===== config.mk =====
export PLATFORM = sky130hd
export DESIGN_NAME = tx_slice_arbiter
export DESIGN_NICKNAME = d
export VERILOG_FILES = /design/src/rtl/tx_arb_pkg.sv /design/src/rtl/rr_pick4.sv /design/src/rtl/tx_slice_arbiter.sv
export SDC_FILE = /design/constraint.sdc
export NUM_CORES = 1
export LEC_CHECK = 0
export CORE_MARGIN = 10
export CORE_UTILIZATION = 30
export DETAILED_ROUTE_END_ITERATION = 7
export MAX_ROUTING_LAYER = met4
export PLACE_DENSITY = 0.49
export SLEW_MARGIN = 20
export SYNTH_ARGS = -nofsm -noshare
export SYNTH_HDL_FRONTEND = slang
export SYNTH_SLANG_ARGS = --single-unit

===== constraint.sdc =====
create_clock -name clk -period 5.78 [get_ports clk]
set_clock_uncertainty 0.2 [all_clocks]
set_input_delay 1.156 -clock clk [delete_from_list [all_inputs] [get_ports clk]]
set_output_delay 1.156 -clock clk [all_outputs]
set_load 0.005 [all_outputs]

===== src/rtl/tx_arb_pkg.sv =====
// Shared state encoding, sizes and exponent helper for tx_slice_arbiter.
package tx_arb_pkg;

  typedef enum logic [1:0] {
    ARB_IDLE     = 2'd0,
    ARB_TX_BUSY  = 2'd1,
    ARB_WAIT_ACK = 2'd2,
    ARB_POST     = 2'd3
  } arb_state_t;

  localparam int         NUM_SLICE    = 4;
  localparam logic [3:0] CW_SHIFT_MAX = 4'd15;

  // min(cw_min + shift, cw_max), with an inverted min/max pair collapsing to cw_max
  function automatic logic [3:0] cw_exp_sat(input logic [3:0] min_exp,
                                            input logic [3:0] max_exp,
                                            input logic [3:0] shift);
    logic [4:0] sum;
    sum = {1'b0, min_exp} + {1'b0, shift};
    if (min_exp > max_exp) return max_exp;
    if (sum > {1'b0, max_exp}) return max_exp;
    return sum[3:0];
  endfunction

endpackage


===== src/rtl/rr_pick4.sv =====
// Four-way request picker: round-robin from ptr, or a descending search
// when TX_ARB_STRICT_PRIORITY_EN is defined (the top then ties ptr to 3).
module rr_pick4
  import tx_arb_pkg::*;
(
  input  logic [NUM_SLICE-1:0] req,
  input  logic [1:0]           ptr,
  output logic                 grant_valid,
  output logic [1:0]           grant_idx
);

  always_comb begin
    logic [1:0] cand;
    grant_valid = |req;
    grant_idx   = ptr;
    cand        = ptr;
    // walk from the farthest candidate back so the nearest one to ptr wins
    for (int i = NUM_SLICE - 1; i >= 0; i--) begin
`ifdef TX_ARB_STRICT_PRIORITY_EN
      cand = ptr - 2'(i);
`else
      cand = ptr + 2'(i);
`endif
      if (req[cand]) grant_idx = cand;
    end
  end

endmodule


===== src/rtl/tx_slice_arbiter.sv =====
// Grants the CSMA/CA transmit opportunity to one of four queues and runs the
// TX / ACK-wait / post sequence. Optional macro: TX_ARB_STRICT_PRIORITY_EN.
module tx_slice_arbiter
  import tx_arb_pkg::*;
#(
  parameter int RETRY_W  = 4,
  parameter int ACK_TO_W = 8
) (
  input  logic                clk,
  input  logic                rstn,
  input  logic                tsf_pulse_1M,
  input  logic [3:0]          high_tx_allowed,
  input  logic [3:0]          queue_nonempty,
  input  logic [3:0]          ack_required,
  input  logic                tx_done,
  input  logic                ack_ok,
  input  logic [3:0]          cw_min_exp,
  input  logic [3:0]          cw_max_exp,
  input  logic [RETRY_W-1:0]  retry_limit,
  input  logic [ACK_TO_W-1:0] ack_timeout_us,
  output logic                tx_start,
  output logic [1:0]          tx_queue_idx,
  output logic [3:0]          tx_cw_exp,
  output logic [3:0]          queue_pop,
  output logic                tx_drop,
  output logic [RETRY_W-1:0]  tx_retry_cnt,
  output logic                arb_busy
);

  arb_state_t          state_q, state_nxt;
  logic [1:0]          idx_nxt;
  logic                start_nxt, drop_nxt;
  logic [3:0]          pop_nxt;
  logic                ack_req_q, ack_req_nxt;
  logic [ACK_TO_W-1:0] timer_q, timer_nxt;
  logic [RETRY_W-1:0]  retry_q   [NUM_SLICE];
  logic [RETRY_W-1:0]  retry_nxt [NUM_SLICE];
  logic [3:0]          shift_q   [NUM_SLICE];
  logic [3:0]          shift_nxt [NUM_SLICE];
  logic [RETRY_W:0]    lim_eff;
  logic                grant_valid;
  logic [1:0]          grant_idx;
  logic [1:0]          pick_ptr;
  logic                succ, fail;

`ifdef TX_ARB_STRICT_PRIORITY_EN
  assign pick_ptr = 2'd3;
`else
  logic [1:0] rr_ptr_q, rr_ptr_nxt;
  assign pick_ptr = rr_ptr_q;
`endif

  rr_pick4 u_pick (
    .req         (queue_nonempty & high_tx_allowed),
    .ptr         (pick_ptr),
    .grant_valid (grant_valid),
    .grant_idx   (grant_idx)
  );

  // a retry limit of zero still allows one attempt
  assign lim_eff      = (retry_limit == '0) ? (RETRY_W+1)'(1) : {1'b0, retry_limit};
  assign tx_retry_cnt = retry_q[tx_queue_idx];
  assign tx_cw_exp    = cw_exp_sat(cw_min_exp, cw_max_exp, shift_q[tx_queue_idx]);
  assign arb_busy     = (state_q != ARB_IDLE);

  always_comb begin
    state_nxt   = state_q;
    idx_nxt     = tx_queue_idx;
    start_nxt   = 1'b0;
    pop_nxt     = '0;
    drop_nxt    = 1'b0;
    ack_req_nxt = ack_req_q;
    timer_nxt   = timer_q;
    retry_nxt   = retry_q;
    shift_nxt   = shift_q;
    succ        = 1'b0;
    fail        = 1'b0;
`ifndef TX_ARB_STRICT_PRIORITY_EN
    rr_ptr_nxt  = rr_ptr_q;
`endif

    case (state_q)
      ARB_IDLE: begin
        if (grant_valid) begin
          idx_nxt     = grant_idx;
          start_nxt   = 1'b1;
          ack_req_nxt = ack_required[grant_idx];
          state_nxt   = ARB_TX_BUSY;
`ifndef TX_ARB_STRICT_PRIORITY_EN
          rr_ptr_nxt  = grant_idx + 2'd1;
`endif
        end
      end
      ARB_TX_BUSY: begin
        if (tx_done) begin
          if (ack_req_q) begin
            timer_nxt = '0;
            state_nxt = ARB_WAIT_ACK;
          end else begin
            succ      = 1'b1;
            state_nxt = ARB_POST;
          end
        end
      end
      ARB_WAIT_ACK: begin
        // ack_ok beats a timeout landing in the same cycle
        if (ack_ok) begin
          succ      = 1'b1;
          state_nxt = ARB_POST;
        end else if (timer_q >= ack_timeout_us) begin
          fail      = 1'b1;
          state_nxt = ARB_POST;
        end else if (tsf_pulse_1M) begin
          timer_nxt = timer_q + 1'b1;
        end
      end
      ARB_POST: begin
        if (high_tx_allowed == '0) state_nxt = ARB_IDLE;
      end
      default: state_nxt = ARB_IDLE;
    endcase

    if (succ) begin
      pop_nxt                 = 4'b0001 << tx_queue_idx;
      retry_nxt[tx_queue_idx] = '0;
      shift_nxt[tx_queue_idx] = '0;
    end else if (fail) begin
      if (({1'b0, retry_q[tx_queue_idx]} + 1'b1) >= lim_eff) begin
        pop_nxt                 = 4'b0001 << tx_queue_idx;
        drop_nxt                = 1'b1;
        retry_nxt[tx_queue_idx] = '0;
        shift_nxt[tx_queue_idx] = '0;
      end else begin
        retry_nxt[tx_queue_idx] = retry_q[tx_queue_idx] + 1'b1;
        if (shift_q[tx_queue_idx] != CW_SHIFT_MAX)
          shift_nxt[tx_queue_idx] = shift_q[tx_queue_idx] + 1'b1;
      end
    end
  end

  always_ff @(posedge clk) begin
    if (!rstn) begin
      state_q      <= ARB_IDLE;
      tx_queue_idx <= '0;
      tx_start     <= 1'b0;
      queue_pop    <= '0;
      tx_drop      <= 1'b0;
      ack_req_q    <= 1'b0;
      timer_q      <= '0;
      for (int i = 0; i < NUM_SLICE; i++) begin
        retry_q[i] <= '0;
        shift_q[i] <= '0;
      end
`ifndef TX_ARB_STRICT_PRIORITY_EN
      rr_ptr_q     <= '0;
`endif
    end else begin
      state_q      <= state_nxt;
      tx_queue_idx <= idx_nxt;
      tx_start     <= start_nxt;
      queue_pop    <= pop_nxt;
      tx_drop      <= drop_nxt;
      ack_req_q    <= ack_req_nxt;
      timer_q      <= timer_nxt;
      retry_q      <= retry_nxt;
      shift_q      <= shift_nxt;
`ifndef TX_ARB_STRICT_PRIORITY_EN
      rr_ptr_q     <= rr_ptr_nxt;
`endif
    end
  end

endmodule

# Word-level counts from Yosys, hierarchy flattened
# Cells that the tools add are included.
[op_classes]
n_bitwise = 7
add_sub_neg = 9
muxes = 64
order_cmp = 11
eq_ne = 12
reduce_logical = 15
shifts = 1
[ops]
columns = ["operator", "count"]
rows = [
  ["$mux 16", 7],
  ["$mux 4", 13],
  ["$mux 8", 5],
  ["$and 16x16->16", 2],
  ["$bwmux 16", 2],
  ["$mux 2", 9],
  ["$mux 1", 17],
  ["$bmux 4 s2", 2],
  ["$not 16->16", 1],
  ["$pmux 8 s2", 1],
  ["$lt 2x3->1 const B", 5],
  ["$ne 2x2->1 const B", 7],
  ["$bmux 1 s2", 5],
  ["$add 4x1->4 const B", 2],
  ["$add 8x1->8 const B", 1],
  ["$demux 4 s2", 1],
  ["$ge 8x8->1", 1],
  ["$logic_not 4->1", 2],
  ["$pmux 2 s4", 1],
  ["$reduce_and 2->1", 3],
  ["$reduce_and 6->1", 1],
  ["$reduce_bool 2->1", 3],
  ["$add 4x1->5 const B", 1],
  ["$add 4x4->5", 1],
  ["22 further kinds", 26],
]
[totals]
elab_cells = 135
reg_bits = 53
input_bits = 37
output_inout_bits = 17

# Longest topological paths before layout
# Gate-level depths: netlist of run 1.
[depth]
depth_word = 10
ltp_mapped = 14
mapped_depth_nobuf = 12

# Hierarchy
# Synthesis of run 1 repeated with hierarchy kept, for this count alone.
[hier_totals]
hier_cells = 392
area_unflattened_um2 = 3537.1
[modules_own_cells]
columns = ["module", "cells_each", "n_inst", "area_per_inst_um2", "seq_area_each_um2"]
rows = [
  ["tx_slice_arbiter", 376, 1, 3437.0, 1061.0],
  ["rr_pick4", 16, 1, 100.1, 0.0],
]

# Least setup slack after synthesis of run 1
# Ideal clock, no wire load.
[synth_path]
path_type = "input to output"
from = "input port cw_min_exp[0]"
to = "output port tx_cw_exp[0]"
t_arrival_ns = 3.166
path_stages = 11
setup_slack_ns = 1.258
path_cell_list = "ha_1 -> inv_1 -> fa_1 -> inv_1 -> ha_1 -> nor2b_1 -> o21a_1 -> o21a_1 -> o21ai_0 -> nand3_1 -> mux2_2"
[synth_via]
elab_chain_cells = 6
elab_cells_between_ends = 9
[synth_lines]
columns = ["element", "line_no", "source"]
rows = [
  ["start, declared", "tx_slice_arbiter.sv:17", "input logic [3:0] cw_min_exp,"],
  ["$add 4x4->5", "tx_arb_pkg.sv:19", "sum = {1'b0, min_exp} + {1'b0, shift};"],
  ["$gt 5x4->1", "tx_arb_pkg.sv:21", "if (sum > {1'b0, max_exp}) return max_exp;"],
  ["$mux 1 (2 in series)", "tx_arb_pkg.sv:21", ""],
  ["$mux 4", "tx_arb_pkg.sv:22", "return sum[3:0];"],
  ["$mux 4 *", "tx_arb_pkg.sv:21", ""],
  ["end, declared", "tx_slice_arbiter.sv:23", "output logic [3:0] tx_cw_exp,"],
]
# Every way passes the cells marked *; elsewhere a longest branch is shown, timed or not. The select of a mux whose other input is x is not followed.

# Worst setup path in the final report of run 1
# Same ends and word-level chain as after synthesis.

==> results_dict.tcl, run 1 <==
set metrics [dict create \
    status "complete, no violations" \
    critPathKind "in -> out" \
    start_kind "input port" \
    dieArea_um2 16300 \
    arrival_ns 4.22 \
    endpoint_kind "primary output" \
    drt-total-wl_mm 8.97 \
    slew_headroom 0.524 \
    core.rowCount 39 \
    area_growth_pct 23.4 \
    avgViaCountPerCell 5.08 \
    timing.rr.start "tx_queue_idx[0]$_SDFFE_PN0P_" \
    nets 512 \
    multi_input_area_um2 2220 \
    whs_endpoint "retry_q[7]$_SDFFE_PN0P_" \
    hold_slack_ns 0.259 \
    grt_pass1_vias 3012 \
    drt-wirelength-per-cell_um 15.3 \
    stdcell_count 587 \
    routabilityCongestion 0.876 \
    p_leak_nw 1.65 \
    num_vias 2980 \
    synth_warnings 0 \
    die_h_um 128 \
    seq_area_um2 1060 \
    critPathRequiredTime_ns 4.42 \
    cp_slowest_cell "fa_1" \
    synthArstFlopShare 0 \
    worstMarginPinSlew_ns 0.714 \
    ant_nets 0 \
    grt_usage 0.114 \
    synth_top_area_cell "dfxtp_1" \
    cts_made_buffers 5 \
    io_buffers 53 \
    peakVddDrop_mv 0.138 \
    r2r_end "queue_pop[2]$_SDFF_PN0_" \
    holdPathStages 2 \
    synth_most_common_cell "dfxtp_1" \
    synth_top_area_frac 0.306 \
    hold_start "retry_q[7]$_SDFFE_PN0P_" \
    post_cts_buffers 0 \
    n_antenna_cell 0 \
    finalCriticalPeriod_ns 5.58 \
    synthCells 394 \
    cts_sinks 53 \
    max_stage_delay_ns 0.50 \
    netlist_area_um2 3470 \
    ys_seq_elements 53 \
    path_max_fanout 4 \
    final.setup.tns_ns 0 \
    avgSynthCellArea_um2 8.81 \
    drtIter0Drc 131 \
    drtPass1Iterations 4 \
    finalMaxSlewViolations 0 \
    clk_pin_slew_worst_paths_ns 0.06 \
    cts_hold_buffers 0 \
    dp_cells 579 \
    reg2reg_depth 10 \
    r2r_slack_ns 1.76 \
    insertion_delay_ns 0.29 \
    drv_cap 0 \
    io_pins 54 \
    finalHoldViolCount 0 \
    grt_overflow 0 \
    setup_violations 0 \
    hold_class "reg -> reg" \
    cts_htree_levels 2 \
    synthFlopType "dfxtp_1" \
    initial_core_util 0.305 \
    ys_seq_area_frac 0.306 \
    fill_cells 1164 \
    final_core_util 0.377 \
    grt_start_max_net_pins 29 \
    synth.area.top_cells "dfxtp_1 (31%), ha_1 (11%), mux2i_1 (5.2%)" \
    die_w_um 128 \
    cts_root_buf "clkbuf_16" \
    cts_tree "done" \
    core_area_um2 11400 \
    power_density_nw_per_um2 274 \
    grt_pass1_wl_mm 15.2 \
    max_freq_ghz 0.179 \
    antenna_found_initial 0 \
    drc 0 \
    fin_crit_sh 0.965 \
    drive_gt1_frac 0.0833 \
    synth_edf_count 0 \
    total_power_w 0.00118 \
    ys_types 62 \
    synth_nets 463 \
    synthTopCellsByCount "dfxtp_1 (53), ha_1 (31), nand2_1 (31)" \
    clockBufferDepth 2 \
    path_cells "clkdlybuf4s50_1 -> ha_1 -> inv_1 -> fa_1 -> inv_1 -> ha_1 -> nor2b_1 -> o21a_1 -> o21a_1 -> o21ai_1 -> nand3_2 -> mux2_2 -> clkdlybuf4s50_1" \
    hpwl_mm 7.11 \
    rsz0062_at_grt "no" \
]
flip-flops by register name (all words and copies together), names as in the netlist:
name / flops
tx_queue_idx: 2
state_q: 2
shift_q: 16
ack_req_q: 1
retry_q: 16
tx_drop: 1
tx_start: 1
queue_pop: 4
pick_ptr: 2
timer_q: 8
timing repair:
item | CTS | global route
resized for setup | 0 | 2
hold endpoints to repair | 0 | 0
setup endpoints to repair | 0 | 4
worst max path at each step:
stage	start	slack, ns	endpoint	depth (start not counted)
global route	cw_min_exp[0]	0.05	tx_cw_exp[0]	13
CTS	cw_min_exp[0]	0.11	tx_cw_exp[0]	13
global placement	cw_min_exp[0]	0.20	tx_cw_exp[2]	13
finish	cw_min_exp[0]	0.20	tx_cw_exp[0]	13
detailed placement	cw_min_exp[0]	0.12	tx_cw_exp[0]	13
floorplan	cw_min_exp[0]	1.26	tx_cw_exp[0]	11
per-layer routing:
metal / share of wire / up-vias / track usage / routed length, um
met1: 0.48 / 1371 / 0.145 / 4290
met4: 0.0028 / 0 / 0.0234 / 25
met5: 0 / - / - / 0
li1: - / 1544 / - / -
met2: 0.47 / 63 / 0.180 / 4200
met3: 0.051 / 2 / 0.0256 / 455
kinds of logic after synthesis:
| family | after synthesis | synth area share |
|---|---|---|
| AOI/OAI and AO/OA | 92 | 0.186 |
| xor gates and xnor gates | 12 | 0.0303 |
| adders and majority gates | 32 | 0.118 |
| buffers and inverters | 46 | 0.0555 |
| DFF | 53 | 0.306 |
| muxes | 31 | 0.117 |
| and+or+nand+nor | 128 | 0.188 |
critical path: cells and delay by family:
family | cells | cell delay [ns]
AO/OA/AOI/OAI | 3 | 0.47
adder cells (fa/ha/maj) | 3 | 0.95
buffers and inverters | 4 | 1.09
multiplexers | 1 | 0.27
AND/OR/NAND/NOR | 2 | 0.28
report_power, final:
| part | total, W | internal, W | switching, W | leakage (nW) |
|---|---|---|---|---|
| sequential | 0.000426 | 0.000391 | 0.0000346 | 0.428 |
| combinational | 0.000456 | 0.000194 | 0.000262 | 1.15 |
| clock | 0.000293 | 0.000162 | 0.000132 | 0.0712 |
final cells by class:
cell class	count	area share
tap	143	0.0418
timing repair buffer	57	0.131
inverter	31	0.0272
multi-input combinational	295	0.519
sequential	53	0.248
clock inverter	2	0.00321
clock buffer	6	0.0301
cells in the final DEF (no fill, tap or decap), types with 6 or more instances in the layout:
cell             count
nand2_1             31
mux2_2               6
mux2i_1             18
nor2_1              26
a21oi_1             18
o21ai_0             14
nand2b_1             7
nand3_1             20
o2bb2ai_1           10
xnor2_1              9
ha_1                31
mux4_2               7
clkdlybuf4s50_1     53
nor3_1              10
inv_1               30
dfxtp_1             53
nand4_1              7
metrics by stage:
stage / setup slack (ns) / area, um2
6_report: 0.204 / 4280
5_1_grt: 0.0464 / 4280
4_1_cts: 0.114 / 4280
3_5_place_dp: 0.121 / 4130
3_3_place_gp: 0.204 / 4130
2_1_floorplan: 1.26 / 3470
(Power assumes the default switching activity.)
==> run 2, diff against run 1 <==
SLEW_MARGIN = 25   (was 20)
==> results of run 2 <==
Final layout, timing and power as in run 1 (identical DEF).
==> run 3, diff against run 2 <==
CTS_BUF_LIST = sky130_fd_sc_hd__clkbuf_4 sky130_fd_sc_hd__clkbuf_8   (was unset)
clock period = 5.4 ns   (was 5.78 ns; I/O delays follow)
==> run 3 against run 2 <==
- power increased by 1.2%
- hold slack better by 0.0051 ns
- utilization barely moved
- critical endpoint is now tx_cw_exp[3]
- first-iteration DRC count is 18% lower
- clock power down 19%
- design area increased by 0.12%
- largest power group unchanged
- critical path type unchanged
- highest routed layer unchanged
- largest cell class unchanged
==> results_dict.tcl, run 3 (synthesized netlist as in run 1, its figures left out) <==
set metrics [dict create \
    status "complete, no violations" \
    multi_input_area_um2 2240 \
    finalHoldViolCount 0 \
    drc 0 \
    fin_crit_sh 0.977 \
    hpwl_mm 7.28 \
    drtPass1Iterations 4 \
    top_regs "retry_q x16, shift_q x16, timer_q x8" \
    final_common_cell "dfxtp_1" \
    hold_class "reg -> reg" \
    critPathKind "in -> out" \
    p_leak_nw 1.68 \
    area_growth_pct 23.5 \
    n_antenna_cell 0 \
    cts_root_buf "clkbuf_8" \
    rsz0062_at_grt "no" \
    setup_violations 0 \
    fill_cells 1183 \
    path_max_fanout 4 \
    cts_htree_levels 2 \
    grt_start_max_net_pins 29 \
    drt-wirelength-per-cell_um 15.5 \
    cts_made_buffers 5 \
    avgViaCountPerCell 5.07 \
    power_density_nw_per_um2 277 \
    endpoint_kind "primary output" \
    core_area_um2 11400 \
    arrival_ns 4.00 \
    cts_tree "done" \
    die_h_um 128 \
    stdcell_count 592 \
    place_area_um2 4160 \
    ant_nets 0 \
    num_vias 3001 \
    critPathRequiredTime_ns 4.12 \
    die_w_um 128 \
    peakVddDrop_mv 0.116 \
    io_pins 54 \
    nets 517 \
    insertion_delay_ns 0.31 \
    cts_hold_buffers 0 \
    final_cell_mix "dfxtp_1 (53), clkdlybuf4s50_1 (50), nand2_1 (31)" \
    stdcell_area_um2 4290 \
    routabilityCongestion 0.858 \
    grt_usage 0.113 \
    met2_length_mm 4.24 \
    worstMarginPinSlew_ns 0.752 \
    met1_length_mm 4.54 \
    core.rowCount 39 \
    antenna_found_initial 0 \
    grt_overflow 0 \
    drtIter0Drc 107 \
    total_power_w 0.00119 \
    finalCriticalPeriod_ns 5.28 \
    cts_sinks 53 \
    slew_headroom 0.498 \
    start_kind "input port" \
    seq_area_um2 1060 \
    finalMaxSlewViolations 0 \
    routed.top_layer "met4" \
    drv_cap 0 \
    clk_pin_slew_worst_paths_ns 0.10 \
    grt_pass1_wl_mm 15.2 \
    clockBufferDepth 2 \
    dp_cells 583 \
    drive_gt1_frac 0.100 \
    max_freq_ghz 0.190 \
    route.met3.wl_um 322 \
    drt-total-wl_mm 9.16 \
    grt_pass1_vias 3050 \
    io_buffers 53 \
    initial_core_util 0.305 \
    dieArea_um2 16300 \
]
run 3: cell types whose count changed in the layout (fill, tap and decap cells not counted), sizes merged:
cell           delta
clkinv            +1
dlymetal6s2s      +1
clkdlybuf4s50     -3
dlygate4sd2       +2
inv               -1
buf               +5
run 3: area by class of cell:
cell class                 instances  share of cell area
clock buffer                       6              0.0193
clock inverter                     2             0.00321
inverter                          31              0.0271
multi-input combinational        295               0.522
sequential                        53               0.248
tap                              143              0.0417
timing repair buffer              62               0.140
run 3: critical path, cell delays in order:
cell,delay [ns]
clkdlybuf4s50_1,0.48
inv_1,0.06
fa_1,0.56
inv_1,0.05
ha_1,0.27
nor2b_1,0.14
o21a_1,0.17
o21a_1,0.17
o21ai_2,0.12
nand3_2,0.13
mux2_2,0.26
clkdlybuf4s50_1,0.49
run 3: metal layers:
metal | global-route usage | up-vias
met3 | 0.0223 | 5
met1 | 0.146 | 1409
li1 | - | 1546
met4 | 0.0234 | 0
met5 | - | -
met2 | 0.178 | 41
run 3: final timing paths:
check | depth (start not counted) | slack [ns] | endpoint | start
max | 12 | 0.12 | tx_cw_exp[3] | cw_min_exp[1]
min | 2 | 0.26 | retry_q[11]$_SDFFE_PN0P_ | retry_q[11]$_SDFFE_PN0P_
max reg2reg | 10 | 1.53 | shift_q[7]$_SDFFE_PN0P_ | tx_queue_idx[0]$_SDFFE_PN0P_
min reg2reg | 2 | 0.26 | retry_q[11]$_SDFFE_PN0P_ | retry_q[11]$_SDFFE_PN0P_
run 3: report_power, final:
group	internal, W	switching, W
Combinational	0.000215	0.000286
Clock	0.000104	0.000133
Sequential	0.000419	0.0000328
run 3: metrics by stage:
step / TNS [ns] / setup slack (ns) / hold slack, ns / util
final: 0 / 0.123 / 0.264 / 0.377
after global routing: 0 / 0.00340 / 0.286 / 0.377
after CTS: 0 / 0.132 / 0.271 / 0.376
after detailed placement: -0.357 / -0.105 / 0.251 / 0.366
after global placement: -0.0618 / -0.0209 / 0.246 / 0.366
after floorplan: 0 / 0.963 / 0.227 / -
run 3: repair_timing:
| action | 4_1_cts | 5_1_grt |
|---|---|---|
| buffers inserted | 1 | 0 |
| endpoints found under the setup margin | 4 | 1 |
| gates cloned | 0 | 0 |
| resized for setup | 7 | 2 |
